[src/rtl/decode_stage.sv]
// RV64I decode stage: register file, scoreboard, hazard detection and the
// AGEX pipeline latch. Optional macro DECODE_WB_BYPASS_EN forwards same-cycle
// writeback data and busy-bit clears into decode.
module decode_stage #(
  parameter int XLEN  = 64,
  parameter int NREGS = 32
) (
  input  logic            CLK,
  input  logic            reset,
  input  logic            DE_V,
  input  logic [31:0]     DE_IR,
  input  logic [XLEN-1:0] DE_NPC,
  input  logic            mem_stall,
  input  logic            MEM_FLUSH,
  input  logic            WB_V,
  input  logic            WB_LD_REG,
  input  logic [4:0]      WB_DRID,
  input  logic [XLEN-1:0] WB_DATA,
  output logic            AGEX_V,
  output logic [XLEN-1:0] AGEX_NPC,
  output logic [31:0]     AGEX_IR,
  output logic [XLEN-1:0] AGEX_SR1,
  output logic [XLEN-1:0] AGEX_SR2,
  output logic [XLEN-1:0] AGEX_IMM,
  output logic [4:0]      AGEX_DRID,
  output logic            AGEX_LD_REG,
  output logic            AGEX_II,
  output logic            dep_stall,
  output logic            v_de_br_stall
);

  localparam logic [6:0] OPC_LOAD   = 7'b0000011;
  localparam logic [6:0] OPC_FENCE  = 7'b0001111;
  localparam logic [6:0] OPC_OPIMM  = 7'b0010011;
  localparam logic [6:0] OPC_AUIPC  = 7'b0010111;
  localparam logic [6:0] OPC_OPIMMW = 7'b0011011;
  localparam logic [6:0] OPC_STORE  = 7'b0100011;
  localparam logic [6:0] OPC_OP     = 7'b0110011;
  localparam logic [6:0] OPC_LUI    = 7'b0110111;
  localparam logic [6:0] OPC_OPW    = 7'b0111011;
  localparam logic [6:0] OPC_BRANCH = 7'b1100011;
  localparam logic [6:0] OPC_JALR   = 7'b1100111;
  localparam logic [6:0] OPC_JAL    = 7'b1101111;
  localparam logic [6:0] OPC_SYSTEM = 7'b1110011;

  typedef struct packed {
    logic            v;
    logic [XLEN-1:0] npc;
    logic [31:0]     ir;
    logic [XLEN-1:0] sr1;
    logic [XLEN-1:0] sr2;
    logic [XLEN-1:0] imm;
    logic [4:0]      drid;
    logic            ld_reg;
    logic            ii;
  } agex_t;

  agex_t            agex_q, agex_d;
  logic [XLEN-1:0]  rf_q [NREGS];
  logic [NREGS-1:0] busy_q, busy_d, clr_mask, set_mask, busy_chk;

  logic [6:0]      opc;
  logic [4:0]      rs1, rs2, rd;
  logic            legal, use1, use2, rd_wr, ctrl, ecall, ld_reg, sb_set, wb_we;
  logic [XLEN-1:0] imm, rd1, rd2;

  assign opc   = DE_IR[6:0];
  assign rs1   = DE_IR[19:15];
  assign rs2   = DE_IR[24:20];
  assign rd    = DE_IR[11:7];
  assign wb_we = WB_V && WB_LD_REG && (WB_DRID != 5'd0);
  assign ecall = (opc == OPC_SYSTEM) && (DE_IR[31:7] == 25'd0);

  // Opcode classification: legality, source usage, immediate format
  always_comb begin
    legal = 1'b1; use1 = 1'b0; use2 = 1'b0; ctrl = 1'b0; imm = '0;
    unique case (opc)
      OPC_LOAD, OPC_OPIMM, OPC_OPIMMW: begin
        use1 = 1'b1;
        imm  = {{(XLEN-12){DE_IR[31]}}, DE_IR[31:20]};
      end
      OPC_JALR: begin
        use1 = 1'b1; ctrl = 1'b1;
        imm  = {{(XLEN-12){DE_IR[31]}}, DE_IR[31:20]};
      end
      OPC_SYSTEM: begin
        ctrl = 1'b1;
        imm  = {{(XLEN-12){DE_IR[31]}}, DE_IR[31:20]};
      end
      OPC_STORE: begin
        use1 = 1'b1; use2 = 1'b1;
        imm  = {{(XLEN-12){DE_IR[31]}}, DE_IR[31:25], DE_IR[11:7]};
      end
      OPC_BRANCH: begin
        use1 = 1'b1; use2 = 1'b1; ctrl = 1'b1;
        imm  = {{(XLEN-13){DE_IR[31]}}, DE_IR[31], DE_IR[7], DE_IR[30:25], DE_IR[11:8], 1'b0};
      end
      OPC_JAL: begin
        ctrl = 1'b1;
        imm  = {{(XLEN-21){DE_IR[31]}}, DE_IR[31], DE_IR[19:12], DE_IR[20], DE_IR[30:21], 1'b0};
      end
      OPC_LUI, OPC_AUIPC: imm = {{(XLEN-32){DE_IR[31]}}, DE_IR[31:12], 12'd0};
      OPC_OP, OPC_OPW: begin
        use1 = 1'b1; use2 = 1'b1;
      end
      OPC_FENCE: ;
      default: legal = 1'b0;
    endcase
    if (DE_IR[1:0] != 2'b11) legal = 1'b0;
  end

  assign rd_wr  = legal && (opc != OPC_STORE) && (opc != OPC_BRANCH) && !ecall;
  assign ld_reg = rd_wr && (rd != 5'd0);

  // Writeback clear mask; with bypass the same-cycle clear is visible to the hazard check
  always_comb begin
    clr_mask = '0;
    for (int r = 1; r < NREGS; r++) clr_mask[r] = wb_we && (WB_DRID == 5'(r));
`ifdef DECODE_WB_BYPASS_EN
    busy_chk = busy_q & ~clr_mask;
`else
    busy_chk = busy_q;
`endif
  end

  assign dep_stall = DE_V && ((use1 && busy_chk[rs1]) || (use2 && busy_chk[rs2]) ||
                              (rd_wr && busy_chk[rd]));
  assign v_de_br_stall = DE_V && ctrl;

  // Register file read ports; x0 reads as zero
  always_comb begin
    rd1 = (rs1 == 5'd0) ? '0 : rf_q[rs1];
    rd2 = (rs2 == 5'd0) ? '0 : rf_q[rs2];
`ifdef DECODE_WB_BYPASS_EN
    if (wb_we && (WB_DRID == rs1)) rd1 = WB_DATA;
    if (wb_we && (WB_DRID == rs2)) rd2 = WB_DATA;
`endif
  end

  // AGEX latch next state: stall holds, flush kills valid, else latch decode
  always_comb begin
    agex_d = agex_q;
    sb_set = 1'b0;
    if (!mem_stall) begin
      if (MEM_FLUSH) begin
        agex_d.v = 1'b0;
      end else begin
        agex_d.v      = DE_V && !dep_stall;
        agex_d.npc    = DE_NPC;
        agex_d.ir     = DE_IR;
        agex_d.sr1    = rd1;
        agex_d.sr2    = rd2;
        agex_d.imm    = imm;
        agex_d.drid   = rd;
        agex_d.ld_reg = ld_reg;
        agex_d.ii     = !legal;
        sb_set        = agex_d.v && ld_reg;
      end
    end
  end

  // Scoreboard next state: set wins over a same-register clear, x0 never busy
  always_comb begin
    set_mask = '0;
    for (int r = 1; r < NREGS; r++) set_mask[r] = sb_set && (rd == 5'(r));
    busy_d    = (busy_q & ~clr_mask) | set_mask;
    busy_d[0] = 1'b0;
  end

  // Pipeline latch and scoreboard registers
  always_ff @(posedge CLK) begin
    if (reset) begin
      agex_q <= '0;
      busy_q <= '0;
    end else begin
      agex_q <= agex_d;
      busy_q <= busy_d;
    end
  end

  // Register file write port
  always_ff @(posedge CLK) begin
    if (reset) begin
      for (int r = 0; r < NREGS; r++) rf_q[r] <= '0;
    end else if (wb_we) begin
      rf_q[WB_DRID] <= WB_DATA;
    end
  end

  assign AGEX_V      = agex_q.v;
  assign AGEX_NPC    = agex_q.npc;
  assign AGEX_IR     = agex_q.ir;
  assign AGEX_SR1    = agex_q.sr1;
  assign AGEX_SR2    = agex_q.sr2;
  assign AGEX_IMM    = agex_q.imm;
  assign AGEX_DRID   = agex_q.drid;
  assign AGEX_LD_REG = agex_q.ld_reg;
  assign AGEX_II     = agex_q.ii;

endmodule
[config.mk]
export PLATFORM = sky130hd
export DESIGN_NAME = decode_stage
export DESIGN_NICKNAME = d
export VERILOG_FILES = /design/src/rtl/decode_stage.sv
export SDC_FILE = /design/constraint.sdc
export NUM_CORES = 2
export LEC_CHECK = 0
export CELL_PAD_IN_SITES_DETAIL_PLACEMENT = 0
export CELL_PAD_IN_SITES_GLOBAL_PLACEMENT = 1
export CORE_MARGIN = 2
export CORE_UTILIZATION = 32
export CTS_CLUSTER_SIZE = 24
export DETAILED_ROUTE_END_ITERATION = 8
export PLACE_DENSITY_LB_ADDON = 0.1
export SETUP_SLACK_MARGIN = 0.05
export SLEW_MARGIN = 25
export SYNTH_ARGS = -nofsm -noshare
export SYNTH_HDL_FRONTEND = slang
export SYNTH_SLANG_ARGS = --single-unit
[constraint.sdc]
create_clock -name CLK -period 7.9 [get_ports CLK]
set_input_delay 1.58 -clock CLK [delete_from_list [all_inputs] [get_ports CLK]]
set_output_delay 1.58 -clock CLK [all_outputs]
set_load 0.02 [all_outputs]
## Word level (Yosys, flattened, before mapping)

Memories as Yosys holds them, arrays and structs flattened.
Cells that the tools add are included.

| storage, ports and cells | value |
|---|---|
| register bits | 328 |
| bits in latches | 0 |
| bits in writable memories | 2048 |
| bits in read-only memories | 0 |
| bits of input ports | 172 |
| output and inout port bits | 298 |
| logic and storage cells | 217 |
| memories kept | 1 |

| cells by class | value |
|---|---|
| add/sub/neg operators | 0 |
| $mul | 0 |
| divide/modulo/power cells | 0 |
| order comparisons | 3 |
| equal/unequal tests | 78 |
| shift operators | 0 |
| mux-type cells | 25 |
| bitwise logic cells | 5 |
| reductions and logical operators | 94 |

Memories:

| memory | depth | width | rd ports | clocked after memory_dff | wr ports | RTL line | text |
|---|---|---|---|---|---|---|---|
| rf_q | 32 | 64 | 2 | 0 | 32 | 59 | `logic [XLEN-1:0] rf_q [NREGS];` |

Operators by type and width:

| kind | count |
|---|---|
| $pmux 64 s5 | 1 |
| $mux 64 | 3 |
| $eq 5x5->1 const B | 32 |
| $eq 5x4->1 const B | 16 |
| $logic_and 1x1->1 | 76 |
| $reduce_or 64->1 | 1 |
| $eq 5x3->1 const B | 8 |
| $and 32x32->32 | 1 |
| $not 32->32 | 1 |
| $or 32x32->32 | 1 |
| $eq 7x6->1 const B | 4 |
| $eq 7x7->1 const B | 4 |
| $logic_not 25->1 | 1 |
| $eq 7x5->1 const B | 3 |
| $eq 5x2->1 const B | 4 |
| $lt 5x6->1 const B | 3 |
| $mux 1 | 17 |
| $bmux 1 s5 | 3 |
| $reduce_or 13->1 | 1 |
| $eq 5x1->1 const B | 2 |
| $logic_not 5->1 | 2 |
| $reduce_bool 5->1 | 2 |
| $reduce_or 4->1 | 2 |
| $reduce_or 8->1 | 1 |
| other kinds (12) | 16 |

## Logic depth before layout (Yosys ltp)

| logic depth | value |
|---|---|
| depth after elaboration | 17 |
| mapped depth | 10 |
| depth with buffers taken out | 6 |

## Worst setup path after synthesis

Ideal clock, no wire load.

| path | value |
|---|---|
| path kind | input to output |
| start | input port DE_IR[16] |
| end | output port dep_stall |
| data arrival time | 3426 ps |
| data required time | 6320 ps |
| setup slack | 2894 ps |
| cell stages on the path | 8 |
| path buffers | 2 |
| path through | buf_6 -> mux2i_1 -> mux4_2 -> a2111oi_1 -> a311oi_1 -> o22ai_2 -> buf_6 -> o21a_1 |

| on the way | value |
|---|---|
| cells in the longest elaborated chain, start to end | 7 |
| elaborated cells between the ends (all ways) | 11 |
| classes of those cells | mux (2); reduce/logical (9) |

RTL lines:

| element | RTL line | text |
|---|---|---|
| from (decl) | 11 | `input logic [31:0] DE_IR,` |
| branches (longest 5 deep; another with $bmux 1 s5) | n/a |  |
| $logic_or 1x1->1 * | 126 | `assign dep_stall = DE_V && ((use1 && busy_chk[rs1]) \|\| (use2 && busy_chk[rs2]) \|\|` |
| $logic_and 1x1->1 * | 126 |  |
| to (decl) | 28 | `output logic dep_stall,` |

Every way passes the cells marked *. The select of a mux whose other input is x is not followed.

## Worst setup path in the final report

| path | value |
|---|---|
| start | input port DE_IR[8] |
| end | output port dep_stall |

| on the way | value |
|---|---|
| cells in the longest elaborated chain, start to end | 7 |
| elaborated cells between the ends (all ways) | 9 |
| classes of those cells | mux (2); reduce/logical (7) |

RTL lines:

| element | RTL line | text |
|---|---|---|
| branches (longest 4 deep; another with $bmux 1 s5) | n/a |  |
| $logic_and 1x1->1 * | 127 | `(rd_wr && busy_chk[rd]));` |
| $logic_or 1x1->1 * | 126 |  |
| $logic_and 1x1->1 * | 126 |  |

Marked as above.

==> results_dict.tcl <==
set metrics [dict create \
    clk_path_buf_depth 4 \
    cts_resized 0 \
    status "completed" \
    grt_start_max_net_pins 129 \
    cp.depth 9 \
    syn2layout_area_growth_pct 16.2 \
    cts_tree "built" \
    vias_per_cell 5.59 \
    ys_async_sr_fraction_pct 0 \
    htree_levels 5 \
    root_buffer "clkbuf_16" \
    end_kind "primary output" \
    post_cts_buffers 0 \
    die_h_um 613 \
    grt_antenna_before_repair 75 \
    hold_viol 0 \
    pin_count 470 \
    ys_seq_area_share_pct 56.7 \
    cts_sinks 2338 \
    max_stage_delay_ns 0.52 \
    clock.fmax_mhz 164 \
    finalCriticalPeriod_ns 6.09 \
    routabilityCongestion 0.783 \
    drt_wl_total_um 484000 \
    cts_buffers 294 \
    critPathLaunch "DE_IR[8]" \
    port_buffers 469 \
    hold_depth 2 \
    netlist_area_mm2 0.119 \
    slew_headroom_pct 24.1 \
    required_ns 6.32 \
    finalNetCount 7962 \
    worst_slack_ns 1.81 \
    worstHoldPathType "reg2reg" \
    reg2reg_depth 7 \
    grt.total_usage_pct 25.5 \
    dp_hpwl_um 267000 \
    rr_startpoint "busy_chk[19]$_SDFF_PP0_" \
    worstPathMaxFanout 23 \
    num_rows 223 \
    vias 72710 \
    critPathKind "in2out" \
    detail-route-antenna-nets 0 \
    firstDrtPassIters 6 \
    crit_arrival_ns 4.51 \
    ys_ff_latch 2338 \
    overflow 0 \
    die_x_um 613 \
    skew_ns 0.0397 \
    postCtsHoldBufs 0 \
    critical_path.top_delay_family "compound AO/OA/AOI/OAI gates" \
    crit_path_top_delay_cell "clkdlybuf4s50_1" \
    period_share_pct 77.1 \
    core_area_mm2 0.369 \
    cp_cell_sequence "clkdlybuf4s50_1 -> buf_4 -> nand2b_1 -> nor3_1 -> a211oi_1 -> a211o_1 -> a311oi_1 -> o21a_1 -> buf_12" \
    power_density_mw_per_mm2 226 \
    grt_first_pass_wirelength_um 657000 \
    ir_drop_mv 0.176 \
    yosysTopAreaCell "edfxtp_1" \
    multiInputGateArea_mm2 0.0483 \
    min_from "AGEX_SR2[41]$_SDFFE_PP0P_" \
    place_worst_setup_slack_ns 1.77 \
    drtIter0Drc 8447 \
    synthCells 7594 \
    ff_latch_area_mm2 0.0673 \
    insertion_delay_ns 0.93 \
    clk_pin_slew_ns 0.05 \
    drc 0 \
    cp-start-kind "input pin" \
    drive_above_1_share_pct 25.1 \
    ys.flop_type "edfxtp_1" \
    rsz0062_at_grt "no" \
    tns_ns 0 \
    yosysTopAreaCellShare_pct 51.8 \
    syn_area_per_cell_um2 15.6 \
    drv_slew 0 \
    synth_edf_count 2048 \
    ys_warn_count 0 \
    crit_buf_inv 3 \
    reg2reg_slack_ns 5.24 \
    yosys-top-cells-area "edfxtp_1, mux4_2, and2_1" \
    power_leakage_nw 46.0 \
    grt_pass1_vias 74226 \
    start_util_pct 32.2 \
    wl_per_cell_um 37.2 \
    setup_viol 0 \
    dieArea_mm2 0.376 \
    max_cap_viol_count 0 \
    worstMarginPinSlew_ns 1.13 \
    synth.distinct_cells 57 \
    holdWs_ns 0.445 \
    fill_cells 34204 \
]
==> sequential cells by signal, indices dropped and copies added, names as in the netlist <==
register,flops
AGEX_V,1
AGEX_SR2,64
rf_q,2048
AGEX_IR,32
AGEX_NPC,64
AGEX_IMM,32
busy_chk,31
AGEX_LD_REG,1
AGEX_II,1
AGEX_SR1,64
==> cell families after synthesis <==
logic type	after synthesis	share of synthesized area [%]
buffers and inverters	860	3.06
AOI/OAI and AO/OA	374	1.89
and+or+nand+nor	2572	12.5
muxes	1448	25.8
other	1	0.00316
DFF	2338	56.7
adders and majority gates	1	0.00843
==> worst min-delay path: cells and delay by family, from the launching register on <==
family,cells,cell delay (ns)
AO/OA/AOI/OAI,1,0.05
flip-flops,1,0.30
AND/OR/NAND/NOR,1,0.05
==> metal layers <==
layer	track usage, %	part of all wire [%]
met1	34.0	41
met2	43.6	50
met3	3.49	6.7
met4	6.85	2.9
met5	0	0.012
==> through the flow <==
step	instance area (µm²)	util, %	instances	power (mW)
after detailed placement	129000	34.9	12442	18.3
final	138000	37.4	13004	31.2
after global placement	129000	34.9	12441	18.3
after floorplan	119000	-	7657	16.7
after global routing	138000	37.3	12971	32.2
after CTS	138000	37.3	12964	31.6
==> synth_stat cells (all sizes together) (2+ instances only) <==
master	n
edfxtp	2048
and2	1990
mux4	1288
clkbuf	588
nand2	404
dfxtp	290
buf	237
mux2i	154
a21oi	138
o21ai	136
nor2	68
inv	35
nor3	22
a211oi	21
or2	21
o31ai	20
nand2b	13
o41ai	13
nand3	12
nor2b	12
nor4	8
a22o	7
a21o	6
a221oi	6
a311oi	6
mux2	6
nand4	6
and3	4
nand3b	4
o22ai	4
a22oi	3
a31oi	3
nor3b	3
o211ai	2
or3	2
or4	2
==> worst paths after layout <==
| check | endpoint |
|---|---|
| min reg2reg | AGEX_SR2[41]$_SDFFE_PP0P_ |
| min | AGEX_SR2[41]$_SDFFE_PP0P_ |
| max reg2reg | busy_chk[23]$_SDFF_PP0_ |
| max | dep_stall |
==> final cells by class <==
| class | instances | share of cell area [%] |
|---|---|---|
| well taps | 4950 | 4.49 |
| clock buffers | 421 | 6.01 |
| diodes | 38 | 0.0690 |
| repair buffers | 662 | 4.84 |
| inverters | 35 | 0.197 |
| clock inverters | 101 | 0.592 |
| multi-input cells | 4459 | 35.0 |
| flip-flops and latches | 2338 | 48.8 |
==> report_power, final <==
| part | switching [mW] | total (mW) | internal [mW] |
|---|---|---|---|
| registers | 0.346 | 14.4 | 14.1 |
| clock network | 5.61 | 13.2 | 7.56 |
| logic | 2.04 | 3.60 | 1.56 |
==> cell usage in the layout (no fill, tap or decap), drive strengths merged, types with 22 or more instances in the layout <==
cell type and n:
dfxtp 290, inv 50, nand2 404, mux2i 154, clkdlybuf4s50 439, conb 64, clkbuf 422, diode 38
buf 222, and2 1990, edfxtp 2048, nor2 68, mux4 1288, clkinv 76, nor3 22, o21ai 136
a21oi 138
Power figures use the tool's default switching activity.
